<file path="src/rtl/sum4.sv">
// sum4: 4-bit ripple adder used as the multiplier's single arithmetic unit.
// Ports:
//   A, B  - 4-bit addends
//   c_in  - carry in
//   S     - 4-bit sum
//   C_out - carry out
module sum4 (
  input  logic [3:0] A,
  input  logic [3:0] B,
  input  logic       c_in,
  output logic [3:0] S,
  output logic       C_out
);

  assign {C_out, S} = {1'b0, A} + {1'b0, B} + {4'b0000, c_in};

endmodule

</file>
<file path="src/rtl/mul4_seq.sv">
// mul4_seq: sequential 4x4 -> 8 unsigned shift-and-add multiplier.
// One partial product is accumulated per clock over four RUN cycles, then the
// result is published in P with a one-cycle done pulse.
// Ports:
//   clk   - rising-edge clock
//   reset - synchronous active-high reset
//   start - begin a multiplication (honoured only when idle)
//   A, B  - unsigned multiplicand / multiplier, captured on the accepting edge
//   P     - product register, holds the last completed result
//   busy  - high while the multiplication is iterating
//   done  - one-cycle pulse when P has just been updated
module mul4_seq (
  input  logic       clk,
  input  logic       reset,
  input  logic       start,
  input  logic [3:0] A,
  input  logic [3:0] B,
  output logic [7:0] P,
  output logic       busy,
  output logic       done
);

  typedef enum logic [1:0] {StIdle, StRun, StDone} state_e;

  state_e     state_q, state_d;
  logic [3:0] m_q, m_d;
  logic [3:0] acc_q, acc_d;
  logic [3:0] q_q, q_d;
  logic [2:0] cnt_q, cnt_d;
  logic [7:0] p_q, p_d;

  logic [3:0] addend;
  logic [3:0] sum;
  logic       carry;

  // Adding zero when the multiplier LSB is clear keeps ACC unchanged with C=0,
  // so the same shift path serves both cases.
  assign addend = q_q[0] ? m_q : 4'd0;

  sum4 u_adder (
    .A     (acc_q),
    .B     (addend),
    .c_in  (1'b0),
    .S     (sum),
    .C_out (carry)
  );

  always_comb begin
    state_d = state_q;
    m_d     = m_q;
    acc_d   = acc_q;
    q_d     = q_q;
    cnt_d   = cnt_q;
    p_d     = p_q;
    unique case (state_q)
      StIdle: begin
        if (start) begin
          m_d     = A;
          q_d     = B;
          acc_d   = 4'd0;
          cnt_d   = 3'd0;
          state_d = StRun;
        end
      end
      StRun: begin
        // {ACC,Q} <= {C, ACC', Q[3:1]}: consumed multiplier bit drops off Q.
        acc_d = {carry, sum[3:1]};
        q_d   = {sum[0], q_q[3:1]};
        cnt_d = cnt_q + 3'd1;
        if (cnt_q == 3'd3) begin
          p_d     = {carry, sum, q_q[3:1]};
          state_d = StDone;
        end
      end
      StDone: begin
        state_d = StIdle;
      end
      default: begin
        state_d = StIdle;
      end
    endcase
  end

  always_ff @(posedge clk) begin
    if (reset) begin
      state_q <= StIdle;
      m_q     <= 4'd0;
      acc_q   <= 4'd0;
      q_q     <= 4'd0;
      cnt_q   <= 3'd0;
      p_q     <= 8'd0;
    end else begin
      state_q <= state_d;
      m_q     <= m_d;
      acc_q   <= acc_d;
      q_q     <= q_d;
      cnt_q   <= cnt_d;
      p_q     <= p_d;
    end
  end

  assign P    = p_q;
  assign busy = (state_q == StRun);
  assign done = (state_q == StDone);

endmodule

</file>
<file path="config.mk">
export PLATFORM = sky130hd
export DESIGN_NAME = mul4_seq
export DESIGN_NICKNAME = d
export VERILOG_FILES = /design/src/rtl/sum4.sv /design/src/rtl/mul4_seq.sv
export SDC_FILE = /design/constraint.sdc
export NUM_CORES = 1
export LEC_CHECK = 0
export ABC_AREA = 1
export CAP_MARGIN = 20
export CORE_MARGIN = 2
export CORE_UTILIZATION = 42
export DETAILED_ROUTE_END_ITERATION = 12
export PLACE_DENSITY = 0.67
export SLEW_MARGIN = 15
export SYNTH_ARGS = -nofsm -noshare
export SYNTH_HDL_FRONTEND = slang
export SYNTH_SLANG_ARGS = --single-unit
</file>
<file path="constraint.sdc">
create_clock -name clk -period 4.6 [get_ports clk]
set_input_delay 0.92 -clock clk [delete_from_list [all_inputs] [get_ports clk]]
set_output_delay 0.92 -clock clk [all_outputs]
set_load 0.01 [all_outputs]
</file>
* Yosys cells after proc, flatten, opt, wreduce, memory -nomap -nowiden
Cells that the tools add are included.
Storage, ports and cells: logic and storage cells 29, register bits after elaboration 25, input port bits 11
Operators by class: reductions and logical operators 6, mux-type cells 10, add/sub/neg operators 2, eq/ne operators 5
Operators with widths (count):
- case mux 4 bit (2 select lines) | 2
- 2-to-1 mux 4 bit | 3
- AND reduction 2 bit | 4
- case mux 3 bit (2 select lines) | 1
- adder 4 x 4 -> 5 bit | 1
- 2-to-1 mux 2 bit | 2
- case mux 2 bit (2 select lines) | 1
- adder 3 x 1 -> 3 bit, second input constant | 1
- == test 3 x 2 -> 1 bit, second input constant | 1
- 2-to-1 mux 3 bit | 1
- == test 2 x 1 -> 1 bit, second input constant | 1
- == test 2 bit, second input constant | 1
- zero test 2 bit | 1
- != test 2 x 1 -> 1 bit, second input constant | 1
- != test 2 bit, second input constant | 1
- nonzero test 2 bit | 1

* Depth between registers and ports, before layout
word-level depth 3, mapped depth 10, gate-level depth less buffers 10

* By module
A second synthesis with hierarchy kept.
Second synthesis, totals: cells, all modules 165, area, all modules 1221.2 µm²
Modules (own cells, without submodules):
- mul4_seq | area each 1056.0 µm², cells each 140, instances 1
- sum4 | area each 165.2 µm², cells each 25, instances 1

* Worst setup path after synthesis
No wires, ideal clock.
path kind register to output, start register state_q[0], end output busy, arrival time 0.724 ns, required time 3.680 ns, stages on the path, launching flop included 4, setup slack 2.956 ns, path through dfxtp_1 -> inv_2 -> nor2_4 -> buf_4
On the way: cells in the longest elaborated chain, start to end 1
RTL lines:
- start: declaration | RTL line mul4_seq.sv:25 | state_e state_q, state_d;
- start signal: assignment | RTL line mul4_seq.sv:86 | state_q <= StIdle;
- start signal: assignment | RTL line mul4_seq.sv:93 | state_q <= state_d;
- == test 2 x 1 -> 1 bit | RTL line mul4_seq.sv:103 | assign busy = (state_q == StRun);
- end: declaration | RTL line mul4_seq.sv:19 | output logic busy,
No other way between the ends.

* Worst setup path in the final report
Ends and elaborated chain as after synthesis.

==> impl_summary.log <==
INFO  metric outcome = finished clean
INFO  metric finalHoldViolations = 0
INFO  metric syn-cell-area = 1132 µm²
INFO  metric clkSlewWorstSetupHoldPaths = about 130 ps
INFO  metric post-synth-top-count-cell = nand2_1
INFO  metric cts_repair_resize_count = 0
INFO  metric synth.distinct_cells = 25
INFO  metric cts_root_buffer = clkbuf_4
INFO  metric synth_seq_cells = 25
INFO  metric synth_fp_nets = roughly 160
INFO  metric whs_endpoint = P[5]
INFO  metric areaGrowthSynthToFinish = 21.99%
INFO  metric dominantRegCellSynth = dfxtp_1
INFO  metric min_period = roughly 2600 ps
INFO  metric grt.overflow.total = 0
INFO  metric dp_hpwl = between 1.5 and 2 mm
INFO  metric gp_congestion = between 0.7 and 0.8
INFO  metric worst_setup_path_category = reg2out
INFO  metric timing.critical_path.arrival = about 1700 ps
INFO  metric drtAntennaViolNets = 0
INFO  metric drv.max_cap_violation_count = 0
INFO  metric grt_antenna_before_repair = 0
INFO  metric cp.buffers_inverters = 2
INFO  metric vias_after_detailed_routing = 1002
INFO  metric worstReg2RegEnd = acc_q[3]
INFO  metric post_route_cells_drive_above_1_share = ~7.2%
INFO  metric setup-violations-final = 0
INFO  metric routed_wirelength = between 2 and 2.5 mm
INFO  metric postLayoutCoreUtil = roughly 55%
INFO  metric post-cts-setup-buffers = 0
INFO  metric rsz_0062_raised_after_global_routing = false
INFO  metric critical_path.cell_chain = inv_2 -> nor2_4 -> clkdlybuf4s50_1
INFO  metric synth_seq_area_share = 44.20%
INFO  metric insertedDiodeCount = 0
INFO  metric max_freq = between 0.3 and 0.4 GHz
INFO  metric dp_cells = between 150 and 200
INFO  metric drt-wirelength-per-cell = 11.54 µm
INFO  metric clock_sinks = 25
INFO  metric hold_path_depth = 2
INFO  metric synth_top_area_cell = dfxtp_1
INFO  metric floorplan.initialDensity = 44.89%
INFO  metric final-max-slew-violation-count = 0
INFO  metric crit_path_launch_type = register
INFO  metric cellPowerDensity = ~270 nW/µm²
INFO  metric layout.cells.non_filler = ~200
INFO  metric filler_cell_count = 266
INFO  metric grt_start_max_net_pins = 17
INFO  metric regToRegStartpoint = q_q[0]
INFO  metric critical_path.max_fanout = 16
INFO  metric power_leakage = about 0.62 nW
INFO  metric skew = 1.983 ps
INFO  metric multi_input_area = ~540 µm²
INFO  metric buffer_ports.inserted = 20
INFO  metric worst_slew_pin_slew = 461.0 ps
INFO  metric cts.htree.levels = 1
INFO  metric gr-usage-all-layers = 15.57%
INFO  metric fin_crit_sh = a little under three fifths
INFO  metric first_iter_violations = 22
INFO  metric critical_path.top_delay_family = buffers and inverters
INFO  metric fp.dieArea = 3128 µm²
INFO  metric fin_total_pwr = around 0.37 mW
INFO  metric register_area = between 500 and 600 µm²
INFO  metric floorplan_core_area = between 2000 and 3000 µm²
INFO  metric crit_path_max_incr_delay = around 620 ps
INFO  metric timing.hold.worst.start = P[5]
INFO  metric crit_path_end_kind = output pin
INFO  metric grt_pass1_wl = between 3 and 4 mm
INFO  metric synth.yosys.warnings = 0
INFO  metric synth-edff-count = 0
INFO  metric peakVddDrop = 0.2261 mV
INFO  metric fp.dieW = about 56 µm
INFO  metric first_global_vias = a little under 900
INFO  metric hold_path_class = reg2reg
INFO  metric async_reset_ff_share = 0%
INFO  metric syn-instance-count = ~150
INFO  metric path_depth_of_the_worst_reg2reg_path = 8
INFO  metric clk_path_buf_depth = 2
INFO  metric syn-mean-instance-area = approximately 7.8 µm²
INFO  metric yosys-top-cells-area = dfxtp_1, nand2_1, ha_1
INFO  metric placementRows = 18
INFO  metric fin_setup_tns = 0 ps
INFO  metric cpMaxStageDelayCell = clkdlybuf4s50_1
INFO  metric max-slew-margin-rel = slightly below 70%
INFO  metric io-pin-count = 21
INFO  metric drc = 0
INFO  metric synth_top_area_share = about 44%
INFO  metric cts.hold.buffers_added = 0
INFO  metric hold-worst-slack = roughly 470 ps
INFO  metric detail_route.vias_per_cell = 5.112
INFO  metric nNetsFinal = around 190
INFO  metric clk-insertion-delay-late = 320 ps
INFO  metric cts_made_buffers = 3
INFO  metric drt-pass1-iter-count = 4
INFO  metric clock_tree_from_tritoncts = built
INFO  metric die_h = 55.93 µm
INFO  metric synth.top_cells.by_count = nand2_1, dfxtp_1, inv_1
INFO  metric reg2reg_setup_slack = around 3000 ps
INFO  metric required = 3680 ps
-- layout by cell type, fill, tap and decap left out, types with 3 or more instances in the layout --
cell,synthesis,routed
clkdlybuf4s50_1,0,20
dfxtp_1,25,25
ha_1,6,6
clkbuf_4,0,3
o211ai_1,3,3
nor2_1,12,12
inv_1,15,15
nand3_1,9,9
inv_2,4,4
o21ai_0,6,6
a21oi_1,14,14
nand2_1,33,33
o21ai_1,3,3
-- where the power goes --
group | internal (mW) | switching (mW) | total, mW
registers | 0.225 | 0.00502 | 0.230
logic | 0.0190 | 0.0269 | 0.0459
clock network | 0.0340 | 0.0637 | 0.0976
total | 0.278 | 0.0956 | 0.373
-- flip-flops by register name, summed over array words and instances, names as in the netlist --
signal	cells
cnt_q	3
acc_q	4
state_q	2
q_q	4
P	8
m_q	4
-- layer usage --
metal / global-route usage, % / part of all wire (%)
met5: 0 / 0
met4: 7.143 / 1.7
met3: 4.186 / 5.3
met2: 23.81 / 46
met1: 20.46 / 47
-- area by class of cell --
type | count | share of cell area [%]
tap | 30 | 2.717
clock buffer | 4 | 1.902
timing repair buffer | 20 | 14.49
inverter | 20 | 5.616
multi-input combinational | 97 | 39.04
sequential | 25 | 36.23
-- worst min-delay path, cell delays in order, from the launching register on --
cell and delay, ps:
dfxtp_1 330, nand2_1 60, a21oi_1 50
-- kinds of logic after synthesis --
logic type      after synthesis  synth area share, %
simple gates                 59                23.76
xor+xnor                      1               0.7736
fa+ha+maj                     7                8.398
compound gates               30                14.70
buf+inv                      23                8.177
flops                        25                44.20
-- worst max path at each step --
stage,start,end,slack (ps),cells past startpoint
4_1_cts,state_q[0],busy,1970,3
2_1_floorplan,state_q[0],busy,2960,3
6_report,state_q[0],busy,1980,3
5_1_grt,state_q[0],busy,1880,3
3_3_place_gp,reset,P[4],2200,6
3_5_place_dp,reset,P[3],2120,6
-- stage by stage --
step / setup slack, ps / area, µm²
6_report: 1978 / 1381
5_1_grt: 1882 / 1381
4_1_cts: 1973 / 1381
3_5_place_dp: 2122 / 1355
3_3_place_gp: 2204 / 1355
2_1_floorplan: 2956 / 1132
Note: power is estimated with default switching activity, not from simulation.
